<file path="config.mk">
export PLATFORM = sky130hd
export DESIGN_NAME = voice_bank
export DESIGN_NICKNAME = d
export VERILOG_FILES = /design/src/rtl/voice_bank.sv
export SDC_FILE = /design/constraint.sdc
export NUM_CORES = 1
export LEC_CHECK = 0
export ABC_AREA = 0
export BUFFER_PORTS_ARGS = -buffer_cell sky130_fd_sc_hd__clkbuf_2
export CORE_ASPECT_RATIO = 1.1
export CORE_UTILIZATION = 60
export CTS_BUF_LIST = sky130_fd_sc_hd__clkbuf_4 sky130_fd_sc_hd__clkbuf_8 sky130_fd_sc_hd__clkbuf_16
export DETAILED_ROUTE_END_ITERATION = 10
export PLACE_DENSITY = 0.81
export SLEW_MARGIN = 20
export SYNTH_ARGS = -nofsm -noshare
export SYNTH_HDL_FRONTEND = slang
export SYNTH_SLANG_ARGS = --single-unit
export TNS_END_PERCENT = 10
</file>
<file path="constraint.sdc">
create_clock -name clk -period 23.4 [get_ports clk]
set_input_delay 7.02 -clock clk [delete_from_list [all_inputs] [get_ports clk]]
set_output_delay 7.02 -clock clk [all_outputs]
set_load 0.005 [all_outputs]
</file>
<file path="src/rtl/voice_bank.sv">
// Time-multiplexed oscillator bank: one shared phase/wave/envelope datapath
// visits every voice once per sample_tick and sums the results into mix_out.
module voice_bank #(
  parameter int VOICES    = 4,
  parameter int FREQ_BITS = 16,
  parameter int ACC_BITS  = 24,
  localparam int VB       = $clog2(VOICES),
  localparam int MIX_BITS = 12 + VB
) (
  input  logic                clk,
  input  logic                rst,
  input  logic                sample_tick,
  input  logic                cfg_we,
  input  logic [VB-1:0]       cfg_voice,
  input  logic [1:0]          cfg_addr,
  input  logic [15:0]         cfg_data,
  input  logic [VOICES-1:0]   gate,
  output logic [MIX_BITS-1:0] mix_out,
  output logic                mix_valid,
  output logic                busy,
  output logic [VOICES-1:0]   voice_active,
  output logic                overrun
);

  typedef enum logic [1:0] {ST_IDLE, ST_RUN, ST_FLUSH, ST_DONE} state_e;
  typedef enum logic [2:0] {ENV_IDLE, ENV_ATTACK, ENV_DECAY, ENV_SUSTAIN, ENV_RELEASE} env_e;

  state_e                state_q, state_d;
  logic [VB-1:0]         idx_q, idx_d;

  logic [FREQ_BITS-1:0]  freq_q  [VOICES];
  logic [11:0]           pw_q    [VOICES];
  logic [3:0]            wen_q   [VOICES];
  logic [15:0]           env_q   [VOICES];
  logic [ACC_BITS-1:0]   phase_q [VOICES];
  logic [7:0]            amp_q   [VOICES];
  env_e                  env_st_q[VOICES];
  logic [VOICES-1:0]     gate_q;
  logic [VOICES-1:0]     active_q;

  logic [22:0]           lfsr_q;
  logic signed [11:0]    prod_q;
  logic                  prod_vld_q;
  logic signed [MIX_BITS-1:0] acc_q;
  logic [MIX_BITS-1:0]   mix_q;
  logic                  mix_valid_q;
  logic                  busy_q;
  logic                  overrun_q;

  logic [ACC_BITS-1:0]   phase_d;
  logic [11:0]           p, tri_w, saw_w, pulse_w, noise_w, wave;
  logic [3:0]            wen_cur;
  logic [15:0]           env_cfg;
  logic [8:0]            a_inc, d_inc, r_inc, att_sum;
  logic [7:0]            sus_lvl, amp_cur, amp_d;
  logic                  gate_now, gate_old;
  env_e                  st_edge, st_d;
  logic signed [11:0]    samp;
  logic signed [8:0]     amp_s;
  logic signed [20:0]    prod_full;
  logic signed [11:0]    voice_out;

  // Round sequencer: next state and voice index
  always_comb begin
    state_d = state_q;
    idx_d   = idx_q;
    case (state_q)
      ST_IDLE: begin
        if (sample_tick) begin
          state_d = ST_RUN;
          idx_d   = '0;
        end else begin
          state_d = ST_IDLE;
        end
      end
      ST_RUN: begin
        if (idx_q == VB'(VOICES - 1)) begin
          state_d = ST_FLUSH;
        end else begin
          idx_d = idx_q + 1'b1;
        end
      end
      ST_FLUSH: state_d = ST_DONE;
      ST_DONE:  state_d = ST_IDLE;
      default:  state_d = ST_IDLE;
    endcase
  end

  // Oscillator and waveform shaping for the voice in flight
  always_comb begin
    phase_d = phase_q[idx_q] + ACC_BITS'(freq_q[idx_q]);
    p       = phase_d[ACC_BITS-1 -: 12];
    saw_w   = p;
    tri_w   = {p[10:0] ^ {11{p[11]}}, 1'b0};
    pulse_w = (p < pw_q[idx_q]) ? 12'hFFF : 12'h000;
    noise_w = lfsr_q[22:11];
    wen_cur = wen_q[idx_q];
    wave    = (wen_cur[0] ? tri_w   : 12'hFFF) &
              (wen_cur[1] ? saw_w   : 12'hFFF) &
              (wen_cur[2] ? pulse_w : 12'hFFF) &
              (wen_cur[3] ? noise_w : 12'hFFF);
    if (wen_cur == 4'h0) begin
      wave = 12'h000;
    end else begin
      wave = wave;
    end
  end

  // Envelope: gate edge handling first, then one ADSR step on the resulting state
  always_comb begin
    env_cfg  = env_q[idx_q];
    a_inc    = {5'd0, env_cfg[15:12]} + 9'd1;
    d_inc    = {5'd0, env_cfg[11:8]} + 9'd1;
    r_inc    = {5'd0, env_cfg[3:0]} + 9'd1;
    sus_lvl  = {env_cfg[7:4], env_cfg[7:4]};
    gate_now = gate[idx_q];
    gate_old = gate_q[idx_q];
    amp_cur  = amp_q[idx_q];
    att_sum  = {1'b0, amp_cur} + a_inc;
    if (gate_now && !gate_old) begin
      st_edge = ENV_ATTACK;
    end else if (!gate_now && gate_old && (env_st_q[idx_q] == ENV_ATTACK ||
                 env_st_q[idx_q] == ENV_DECAY || env_st_q[idx_q] == ENV_SUSTAIN)) begin
      st_edge = ENV_RELEASE;
    end else begin
      st_edge = env_st_q[idx_q];
    end
    st_d  = st_edge;
    amp_d = amp_cur;
    case (st_edge)
      ENV_ATTACK: begin
        if (att_sum >= 9'd255) begin
          amp_d = 8'hFF;
          st_d  = ENV_DECAY;
        end else begin
          amp_d = att_sum[7:0];
        end
      end
      ENV_DECAY: begin
        if ({1'b0, amp_cur} <= ({1'b0, sus_lvl} + d_inc)) begin
          amp_d = sus_lvl;
          st_d  = ENV_SUSTAIN;
        end else begin
          amp_d = amp_cur - d_inc[7:0];
        end
      end
      ENV_SUSTAIN: amp_d = sus_lvl;
      ENV_RELEASE: begin
        if ({1'b0, amp_cur} <= r_inc) begin
          amp_d = 8'h00;
          st_d  = ENV_IDLE;
        end else begin
          amp_d = amp_cur - r_inc[7:0];
        end
      end
      default: amp_d = amp_cur;
    endcase
    // Offset-binary to two's complement is just an MSB flip
    samp      = {~wave[11], wave[10:0]};
    amp_s     = {1'b0, amp_d};
    prod_full = samp * amp_s;
    voice_out = 12'(prod_full >>> 8);
  end

  // Sequencer, mixer pipeline and status outputs
  always_ff @(posedge clk or negedge rst) begin
    if (!rst) begin
      state_q     <= ST_IDLE;
      idx_q       <= '0;
      lfsr_q      <= 23'h7FFFFF;
      prod_q      <= '0;
      prod_vld_q  <= 1'b0;
      acc_q       <= '0;
      mix_q       <= '0;
      mix_valid_q <= 1'b0;
      busy_q      <= 1'b0;
      overrun_q   <= 1'b0;
    end else begin
      state_q     <= state_d;
      idx_q       <= idx_d;
      busy_q      <= (state_d != ST_IDLE);
      overrun_q   <= overrun_q | (sample_tick & (state_q != ST_IDLE));
      mix_valid_q <= (state_q == ST_DONE);
      prod_vld_q  <= (state_q == ST_RUN);
      if (state_q == ST_RUN) begin
        prod_q <= voice_out;
        lfsr_q <= {lfsr_q[21:0], lfsr_q[22] ^ lfsr_q[17]};
      end else begin
        prod_q <= prod_q;
        lfsr_q <= lfsr_q;
      end
      if (state_q == ST_IDLE && sample_tick) begin
        acc_q <= '0;
      end else if (prod_vld_q) begin
        acc_q <= acc_q + MIX_BITS'(prod_q);
      end else begin
        acc_q <= acc_q;
      end
      if (state_q == ST_DONE) begin
        mix_q <= acc_q;
      end else begin
        mix_q <= mix_q;
      end
    end
  end

  // Per-voice oscillator and envelope state, written back when the voice is visited
  always_ff @(posedge clk or negedge rst) begin
    if (!rst) begin
      for (int i = 0; i < VOICES; i++) begin
        phase_q[i]  <= '0;
        amp_q[i]    <= '0;
        env_st_q[i] <= ENV_IDLE;
      end
      gate_q   <= '0;
      active_q <= '0;
    end else if (state_q == ST_RUN) begin
      phase_q[idx_q]  <= phase_d;
      amp_q[idx_q]    <= amp_d;
      env_st_q[idx_q] <= st_d;
      gate_q[idx_q]   <= gate_now;
      active_q[idx_q] <= (st_d != ENV_IDLE);
    end else begin
      gate_q   <= gate_q;
      active_q <= active_q;
    end
  end

  // Configuration register file
  always_ff @(posedge clk or negedge rst) begin
    if (!rst) begin
      for (int i = 0; i < VOICES; i++) begin
        freq_q[i] <= '0;
        pw_q[i]   <= '0;
        wen_q[i]  <= '0;
        env_q[i]  <= '0;
      end
    end else if (cfg_we) begin
      case (cfg_addr)
        2'd0:    freq_q[cfg_voice] <= FREQ_BITS'(cfg_data);
        2'd1:    pw_q[cfg_voice]   <= cfg_data[11:0];
        2'd2:    wen_q[cfg_voice]  <= cfg_data[3:0];
        2'd3:    env_q[cfg_voice]  <= cfg_data;
        default: env_q[cfg_voice]  <= env_q[cfg_voice];
      endcase
    end else begin
      freq_q <= freq_q;
    end
  end

  assign mix_out      = mix_q;
  assign mix_valid    = mix_valid_q;
  assign busy         = busy_q;
  assign voice_active = active_q;
  assign overrun      = overrun_q;

endmodule

</file>
==> results.cfg, run 1 <==
[timing]
final.min_clock_period_ns = 13.35
hold_viol = 0
fin_crit_sh_pct = 57.1
setup_violations = 0
rsz0062_at_grt = no
slew_viol_final = 0
fin_skew_ns = 0.0238
achievable-frequency_ghz = 0.0749
setup_tns_ns = 0
tightest_slew_ns = 1.09
slew_headroom_pct = 26.9

[synthesis]
synth-xor-area-share_pct = 2.62
synthAdderAreaFrac_pct = 12.0
ys_warn_count = 0
ys_seq_area_share_pct = 41.5
ys_seq_elements = 411
synth_edf_count = 0
synth-simple-area-share_pct = 10.7
synth_area_um2 = 24800
synthMuxAreaShare_pct = 18.5
syn_avg_cell_area_um2 = 11.0
synth_top_family_by_area = multiplexers
synthArstFlopShare_pct = 100
synthCells = 2255
synth_cell_types = 91
synth_compound_area_share_pct = 10.3
syn_nets = 2472
synth_ff_type = dfrtp_1

[clock_network]
cts_buffers = 44
clkLatencyLatePin_ns = 0.60
cts_tree = built
clkTransAtPathRegs_ns = 0.06
clock-root-buffer = clkbuf_16
clock-sinks = 411
cts_buffer_depth = 3
post_cts_buffers = 0
cts_resized = 0
cts_hold_buf = 0
htreeDepth = 2

[final_layout]
area_delta_synth_final_pct = 8.87
diodes = 0
stdcell_count = 2806
final_nets = 2475
drive_above_1_share_pct = 22.9

[grt]
grt_start_max_net_pins = 93
grt_pass1_vias = 18600
antenna_found_initial = 0
grt_first_pass_wirelength_um = 95500
grt_overflow_total = 0
grtUsageTotal_pct = 28.5

[routing]
drt-total-wl_um = 57900
ant_nets = 0
vias = 17500
drc = 0
via_per_inst = 6.23
wl_per_cell_um = 20.6
drtPass1Iterations = 5
first_iter_violations = 1276

[placement]
dp_cells = 2725
io_buffers = 48
place.gp.congestion = 0.987
dp_hpwl_um = 40200

[worst_setup_path]
worstPathRequired_ns = 23.88
end_kind = flip-flop
cp_max_fo = 16
crit_arrival_ns = 13.84
crit_type = primary input to flip-flop
cp-start-kind = primary input

[floorplanning]
die_x_um = 196
core_um2 = 40500
num_io_pins = 49
dieHeight_um = 215
initial_utilization_pct = 61.4
die_area_um2 = 42200
num_rows = 77

[flow_run]
max_cap_viol_count = 0

[hold_path]
hold_path_class = flip-flop to flip-flop

[status]
status = finished clean
## layout make-up
type	count	area, um^2
clock buffers	68	1380
clock inverters	13	181
fillers	2912	13400
inverters	157	589
multi-input cells	1572	13500
flip-flops and latches	411	10300
well taps	513	642
repair buffers	72	442
## worst max-delay path: stages
cell and delay [ns]:
clkbuf_2 0.09, mux4_2 0.52, and2b_1 0.28, or4_1 0.34
a21oi_1 0.07, a21oi_1 0.14, a31oi_1 0.11, nor2_1 0.84
nor2_1 0.20, fa_1 0.64, inv_1 0.12, fa_1 0.56
inv_1 0.06, fa_1 0.53, inv_1 0.06, fa_1 0.53
inv_1 0.04, ha_1 0.38, a21o_1 0.19, a21oi_1 0.19
nor2b_1 0.07, nor4_1 0.25, o21ai_0 0.19, and4_1 0.22
o31ai_1 0.20
## cell usage in the layout, fill, tap and decap left out, types with 6 or more instances in the layout
cell type / Yosys / routed
o21ai_0: 190 / 190
xnor2_1: 33 / 33
mux4_2: 81 / 81
or2_2: 13 / 13
nor3_1: 20 / 20
nand2_1: 276 / 272
a21o_1: 24 / 24
dfstp_2: 23 / 23
nor2_1: 126 / 123
nand4_1: 9 / 9
or3_1: 10 / 10
a221o_1: 8 / 8
a211oi_1: 9 / 8
a221oi_1: 7 / 7
inv_1: 156 / 156
mux2i_1: 22 / 22
xor2_1: 28 / 28
clkbuf_8: 0 / 15
nor2b_1: 15 / 15
nand2b_1: 43 / 43
mux2_2: 224 / 224
dfrtp_1: 388 / 386
clkbuf_4: 0 / 9
clkbuf_2: 0 / 47
a31oi_1: 9 / 9
and3_1: 17 / 17
a21oi_1: 61 / 61
o31ai_1: 8 / 8
buf_4: 1 / 21
ha_1: 108 / 108
fa_1: 81 / 81
nand3_1: 19 / 19
clkbuf_16: 0 / 44
and2_1: 8 / 8
o21bai_1: 8 / 8
clkinv_2: 0 / 6
o211ai_1: 8 / 8
## registers in the layout, indices dropped and copies added (netlist names)
name / cells
voice_active: 4
prod_q: 12
env_st_q: 12
overrun: 1
freq_q: 64
prod_vld_q: 1
mix_valid: 1
lfsr_q: 23
state_q: 2
amp_q: 32
gate_q: 4
busy: 1
acc_q: 14
mix_out: 14
pw_q: 48
env_q: 64
phase_q: 96
idx_q: 2
wen_q: 16
## Yosys cell counts (5+ instances only)
master	number	area share, %
buf_1	13	0.20
a221oi_1	7	0.25
a31oi_1	9	0.23
dfstp_2	23	2.4
o21bai_1	8	0.24
a311oi_1	6	0.21
nand2_1	276	4.2
a221o_1	8	0.32
nand3_1	19	0.38
buf_2	8	0.16
nor2b_1	15	0.38
nor3b_1	5	0.15
ha_1	108	5.4
and3_1	17	0.43
nand2b_1	43	1.1
o21ai_1	5	0.10
nor2_1	126	1.9
inv_1	156	2.4
dfrtp_1	388	39
xor2_1	28	0.99
a21oi_1	61	1.2
nor4_1	5	0.13
nand4_1	9	0.23
nor3_1	20	0.40
mux4_2	81	7.3
mux2_2	224	10
or2_2	13	0.33
clkbuf_1	89	1.3
o21a_1	5	0.15
or3_1	10	0.25
a211oi_1	9	0.27
mux2i_1	22	0.89
and2_1	8	0.20
a21o_1	24	0.73
o31ai_1	8	0.24
xnor2_1	33	1.2
fa_1	81	6.5
o21ai_0	190	3.8
o211ai_1	8	0.24
## logic make-up (layout without fill, tap and decap cells)
group	after synthesis	in the layout
buf+inv	272	310
flops	411	411
mux	328	328
fa+ha+maj	191	191
compound gates	402	402
simple gates	585	585
xor+xnor	66	66
## per-layer routing
layer	GRT usage (%)	up-vias	routed length [um]
met5	0	-	0
met4	11.1	0	2230
met3	5.28	157	3590
met2	48.8	592	29100
met1	36.0	8826	23000
li1	-	7896	-
## through the flow
step	hold slack [ns]	worst slack, ns	utilization [%]	cell area, um^2
2_1_floorplan	0.435	10.18	-	24800
3_3_place_gp	0.439	9.74	62.9	25500
3_5_place_dp	0.444	9.49	62.9	25500
4_1_cts	0.451	10.13	66.8	27000
5_1_grt	0.468	9.51	66.8	27000
6_report	0.450	10.05	66.8	27000
## worst paths after layout
kind                                       startpoint                           to  slack [ns]  cells after the start
worst max-delay path                          gate[3]       prod_q[11]$_DFFE_PN0P_       10.05                     25
worst min-delay path            lfsr_q[5]$_DFFE_PN1P_        lfsr_q[6]$_DFFE_PN1P_        0.45                      2
worst max register to register   idx_q[0]$_DFFE_PN0P_        prod_q[6]$_DFFE_PN0P_       10.77                     38
worst min register to register  lfsr_q[5]$_DFFE_PN1P_        lfsr_q[6]$_DFFE_PN1P_        0.45                      2
max in group asynchronous                         rst         pw_q[15]$_DFFE_PN0P_       14.37                      4
min in group asynchronous                         rst  voice_active[0]$_DFFE_PN0P_        6.39                      1
Power of run 1 is not shown: default switching activity piles up to over one toggle a cycle in this logic, so the estimate is an artifact.
==> run 2: changes to the inputs <==
==> constraint.sdc (replaced) <==
create_clock -name clk -period 12.8 [get_ports clk]
set_input_delay 3.84 -clock clk [delete_from_list [all_inputs] [get_ports clk]]
set_output_delay 3.84 -clock clk [all_outputs]
set_load 0.005 [all_outputs]
==> run 2 against run 1 <==
Effect of this change: via count shrank 1.1%; final area decreased by 0.38%; die area unchanged; setup slack worse by 8.9 ns; highest routed layer unchanged; utilization down 0.26 points.
==> results.cfg, run 2 (same netlist as run 1, synthesis figures left out) <==
[status]
status = finished clean

[worst_setup_path]
end_kind = flip-flop
critical_path_buf_inv_count = 5
worstPathRequired_ns = 13.25
crit_arrival_ns = 12.09
max_stage_delay_ns = 0.82
cpMaxStageDelayCell = dfrtp_4
crit_type = flip-flop to flip-flop
cp_max_fo = 29
cpMostUsedCell = o21ai_0
cp-start-kind = flip-flop
critPathTopFamily = compound AO/OA/AOI/OAI gates

[floorplanning]
die_area_um2 = 42200
dieHeight_um = 215
core_um2 = 40500
die_x_um = 196
initial_utilization_pct = 61.4
num_rows = 77
num_io_pins = 49

[timing]
slew_viol_final = 0
setup_violations = 0
rsz0062_at_grt = no
achievable-frequency_ghz = 0.0860
tightest_slew_ns = 1.12
final.min_clock_period_ns = 11.63
fin_skew_ns = 0.0267
slew_headroom_pct = 25.3
setup_tns_ns = 0
fin_crit_sh_pct = 90.9
hold_viol = 0

[final_layout]
reg_top3 = phase_q (96), env_q (64), freq_q (64)
largest_reg_flops = 96
final_common_cell = dfrtp_1
largest-register = phase_q
drive_above_1_share_pct = 22.9
stdcell_count = 2806
final_cell_mix = 386 x dfrtp_1, 272 x nand2_1, 224 x mux2_2, 190 x o21ai_0, 156 x inv_1
final_nets = 2477
fillers = 2943
area_delta_synth_final_pct = 8.45

[routing]
wl_per_cell_um = 20.7
drc = 0
first_iter_violations = 1105
via_per_inst = 6.16
drt-total-wl_um = 58200
ant_nets = 0
drtPass1Iterations = 5
vias = 17300

[grt]
grt_pass1_vias = 17900
grt_first_pass_wirelength_um = 95900
antenna_found_initial = 0
grtUsageTotal_pct = 28.7
grt_overflow_total = 0
grt_start_max_net_pins = 184

[placement]
place.gp.congestion = 0.925
io_buffers = 48
dp_hpwl_um = 40600
dp_cells = 2729

[clock_network]
cts_resized = 0
cts_tree = built
cts_buffer_depth = 3
clkTransAtPathRegs_ns = 0.06
clock-root-buffer = clkbuf_16
cts_hold_buf = 0
clkLatencyLatePin_ns = 0.60
htreeDepth = 2
cts_buffers = 42
clock-sinks = 411
post_cts_buffers = 0

[hold_path]
hold_path_class = flip-flop to flip-flop

[flow_run]
max_cap_viol_count = 0
run 2: stage by stage:
step / worst slack (ns) / area (um^2) / hold WS [ns] / utilization [%]
after floorplan: 1.14 / 24800 / 0.435 / -
after global placement: 1.61 / 25500 / 0.438 / 63.0
after detailed placement: 1.19 / 25500 / 0.442 / 63.0
after CTS: 1.17 / 26900 / 0.430 / 66.5
after global routing: 0.120 / 26900 / 0.445 / 66.6
final: 1.17 / 26900 / 0.433 / 66.6
run 2: routing by layer:
layer  global-route usage [%]  share of wire [%]
met2                     48.6                 50
met4                     8.75                2.6
met5                        0                  0
met1                     38.3                 42
met3                     4.50                5.3
run 2: final timing paths:
check                                            from                          end  slack (ns)  cells after the start
max in group asynchronous                         rst         pw_q[10]$_DFFE_PN0P_        7.27                      3
min in group asynchronous                         rst  voice_active[2]$_DFFE_PN0P_        3.23                      1
worst max register to register   idx_q[0]$_DFFE_PN0P_        prod_q[6]$_DFFE_PN0P_        1.17                     38
worst min-delay path            lfsr_q[6]$_DFFE_PN1P_        lfsr_q[7]$_DFFE_PN1P_        0.43                      2
worst max-delay path             idx_q[0]$_DFFE_PN0P_        prod_q[6]$_DFFE_PN0P_        1.17                     38
worst min register to register  lfsr_q[6]$_DFFE_PN1P_        lfsr_q[7]$_DFFE_PN1P_        0.43                      2
run 2: final cells by class:
cell class / count / area (um^2) / area share (%)
antenna: 1 / 2.50 / 0.00929
clock buffer: 61 / 1250 / 4.64
clock inverter: 15 / 174 / 0.646
inverter: 157 / 589 / 2.19
multi-input combinational: 1572 / 13500 / 50.1
sequential: 411 / 10300 / 38.3
tap: 513 / 642 / 2.38
timing repair buffer: 76 / 473 / 1.76
run 2: worst reg2reg max path: cells and delay by family, from the launching register on:
kind | cells | cell delay, ns
AO/OA/AOI/OAI | 17 | 5.19
XOR/XNOR | 1 | 0.16
adder cells (fa/ha/maj) | 7 | 2.52
buffers and inverters | 5 | 0.77
flip-flops | 1 | 0.82
multiplexers | 1 | 0.58
AND/OR/NAND/NOR | 7 | 1.45
Power of run 2 is left out for the same reason.
==> run 3: changes to the inputs <==
--- a/config.mk
+++ b/config.mk
@@ -10,8 +10,10 @@
 export CORE_ASPECT_RATIO = 1.1
 export CORE_UTILIZATION = 60
 export CTS_BUF_LIST = sky130_fd_sc_hd__clkbuf_4 sky130_fd_sc_hd__clkbuf_8 sky130_fd_sc_hd__clkbuf_16
+export CTS_CLUSTER_DIAMETER = 40
 export DETAILED_ROUTE_END_ITERATION = 10
 export PLACE_DENSITY = 0.81
+export REMOVE_ABC_BUFFERS = 1
 export SLEW_MARGIN = 20
 export SYNTH_ARGS = -nofsm -noshare
 export SYNTH_HDL_FRONTEND = slang
==> run 3 against run 2 <==
Effect of this change: non-clock buffer count rose by 5; count of clock-buffer cells in the layout is 6 higher; global-route usage grew 0.20 points; critical path type unchanged.
==> results.cfg, run 3 (same netlist as run 1, synthesis figures left out) <==
[status]
status = finished clean

[routing]
ant_nets = 0
first_iter_violations = 1228
drt-total-wl_um = 58600
vias = 17600
drc = 0
wl_per_cell_um = 20.7
drtPass1Iterations = 5
via_per_inst = 6.21

[grt]
antenna_found_initial = 0
grt_overflow_total = 0
grtUsageTotal_pct = 28.9
grt_start_max_net_pins = 137
grt_first_pass_wirelength_um = 97000
grt_pass1_vias = 18500

[timing]
fin_skew_ns = 0.0246
final.min_clock_period_ns = 11.39
setup_violations = 0
achievable-frequency_ghz = 0.0878
hold_viol = 0
slew_viol_final = 0
setup_slack_ns = 1.41
fin_crit_sh_pct = 89.0
tightest_slew_ns = 1.06
slew_headroom_pct = 29.1
rsz0062_at_grt = no

[final_layout]
largest_reg_flops = 96
final_nets = 2495
diodes = 0
fin_area_um2 = 27500
area_delta_synth_final_pct = 10.7
final_cell_mix = 386 x dfrtp_1, 272 x nand2_1, 224 x mux2_2, 190 x o21ai_0, 156 x inv_1
reg_top3 = phase_q (96), env_q (64), freq_q (64)
regArea_um2 = 10300
largest-register = phase_q
post-route-util_pct = 67.9
drive_above_1_share_pct = 23.9
multi_input_area_um2 = 13500
fillers = 2922
final_common_cell = dfrtp_1

[worst_setup_path]
worstPathRequired_ns = 13.29
crit_arrival_ns = 11.89
r2r-end = prod_q[9]$_DFFE_PN0P_
cp-start-kind = flip-flop
crit_type = flip-flop to flip-flop
r2r_slack_ns = 1.41
reg2reg_depth = 38
end_kind = flip-flop
cp_max_fo = 29
cpMaxStageDelayCell = dfrtp_4
max_stage_delay_ns = 0.74
worstReg2RegStart = idx_q[0]$_DFFE_PN0P_

[clock_network]
cts_hold_buf = 0
clock-root-buffer = clkbuf_16
post_cts_buffers = 0
cts_buffers = 55
clock-sinks = 411
clkTransAtPathRegs_ns = 0.06
htreeDepth = 2
cts_tree = built
cts_buffer_depth = 3
clkLatencyLatePin_ns = 0.63
cts_resized = 0

[placement]
io_buffers = 48
place_area_um2 = 25500
dp_hpwl_um = 40800
dp_slack_ns = 1.42
place.gp.congestion = 0.933

[floorplanning]
dieHeight_um = 215
initial_utilization_pct = 61.4
die_area_um2 = 42200
core_um2 = 40500
num_io_pins = 49
num_rows = 77
die_x_um = 196

[hold_path]
hold_path_class = flip-flop to flip-flop
hold_depth = 2
hp-start = lfsr_q[5]$_DFFE_PN1P_
min_to = lfsr_q[6]$_DFFE_PN1P_

[flow_run]
max_cap_viol_count = 0
run 3: changes by cell type in the layout (fill, tap and decap cells not counted), sizes merged:
| cell | delta |
|---|---|
| diode | -1 |
| clkinv | +3 |
| bufinv | +1 |
| clkinvlp | +5 |
| buf | +5 |
| inv | +10 |
| clkbuf | +6 |
run 3: through the flow:
| stage | setup TNS (ns) | instances | hold WS, ns |
|---|---|---|---|
| 5_1_grt | 0 | 2835 | 0.472 |
| 3_5_place_dp | 0 | 2732 | 0.446 |
| 4_1_cts | 0 | 2833 | 0.455 |
| 2_1_floorplan | -1.22 | 2140 | 0.435 |
| 6_report | 0 | 2835 | 0.452 |
| 3_3_place_gp | 0 | 2732 | 0.439 |
run 3: how the worst max path moves through the flow:
stage	startpoint	to	slack, ns
3_5_place_dp	idx_q[0]$_DFFE_PN0P_	prod_q[9]$_DFFE_PN0P_	1.42
2_1_floorplan	idx_q[0]$_DFFE_PN0P_	prod_q[9]$_DFFE_PN0P_	-0.50
5_1_grt	idx_q[0]$_DFFE_PN0P_	prod_q[9]$_DFFE_PN0P_	0.53
3_3_place_gp	idx_q[0]$_DFFE_PN0P_	prod_q[9]$_DFFE_PN0P_	1.66
6_report	idx_q[0]$_DFFE_PN0P_	prod_q[9]$_DFFE_PN0P_	1.41
4_1_cts	idx_q[0]$_DFFE_PN0P_	prod_q[9]$_DFFE_PN0P_	1.37
run 3: worst max-delay path, delay by kind of cell (launching register included):
kind,cells,cell delay (ns)
compound gates,14,3.52
fa+ha+maj,7,3.08
buf+inv,6,1.04
flops,1,0.74
mux,1,0.59
simple gates,10,2.27
run 3: cell type report:
cell class / instances / area share (%)
multi-input cells: 1572 / 49.1
flip-flops and latches: 411 / 37.5
clock buffers: 67 / 5.43
well taps: 513 / 2.34
inverters: 157 / 2.14
repair buffers: 81 / 1.93
clock inverters: 34 / 1.54
run 3: routing by layer:
metal | track usage, % | part of all wire (%) | vias up | wire, um
met5 | 0 | 0 | - | 0
met3 | 5.13 | 5.3 | 132 | 3140
met1 | 36.1 | 40 | 8967 | 23600
met4 | 9.11 | 2.7 | 0 | 1550
met2 | 51.1 | 52 | 550 | 30400
li1 | - | - | 7961 | -
Power of run 3 is left out for the same reason.
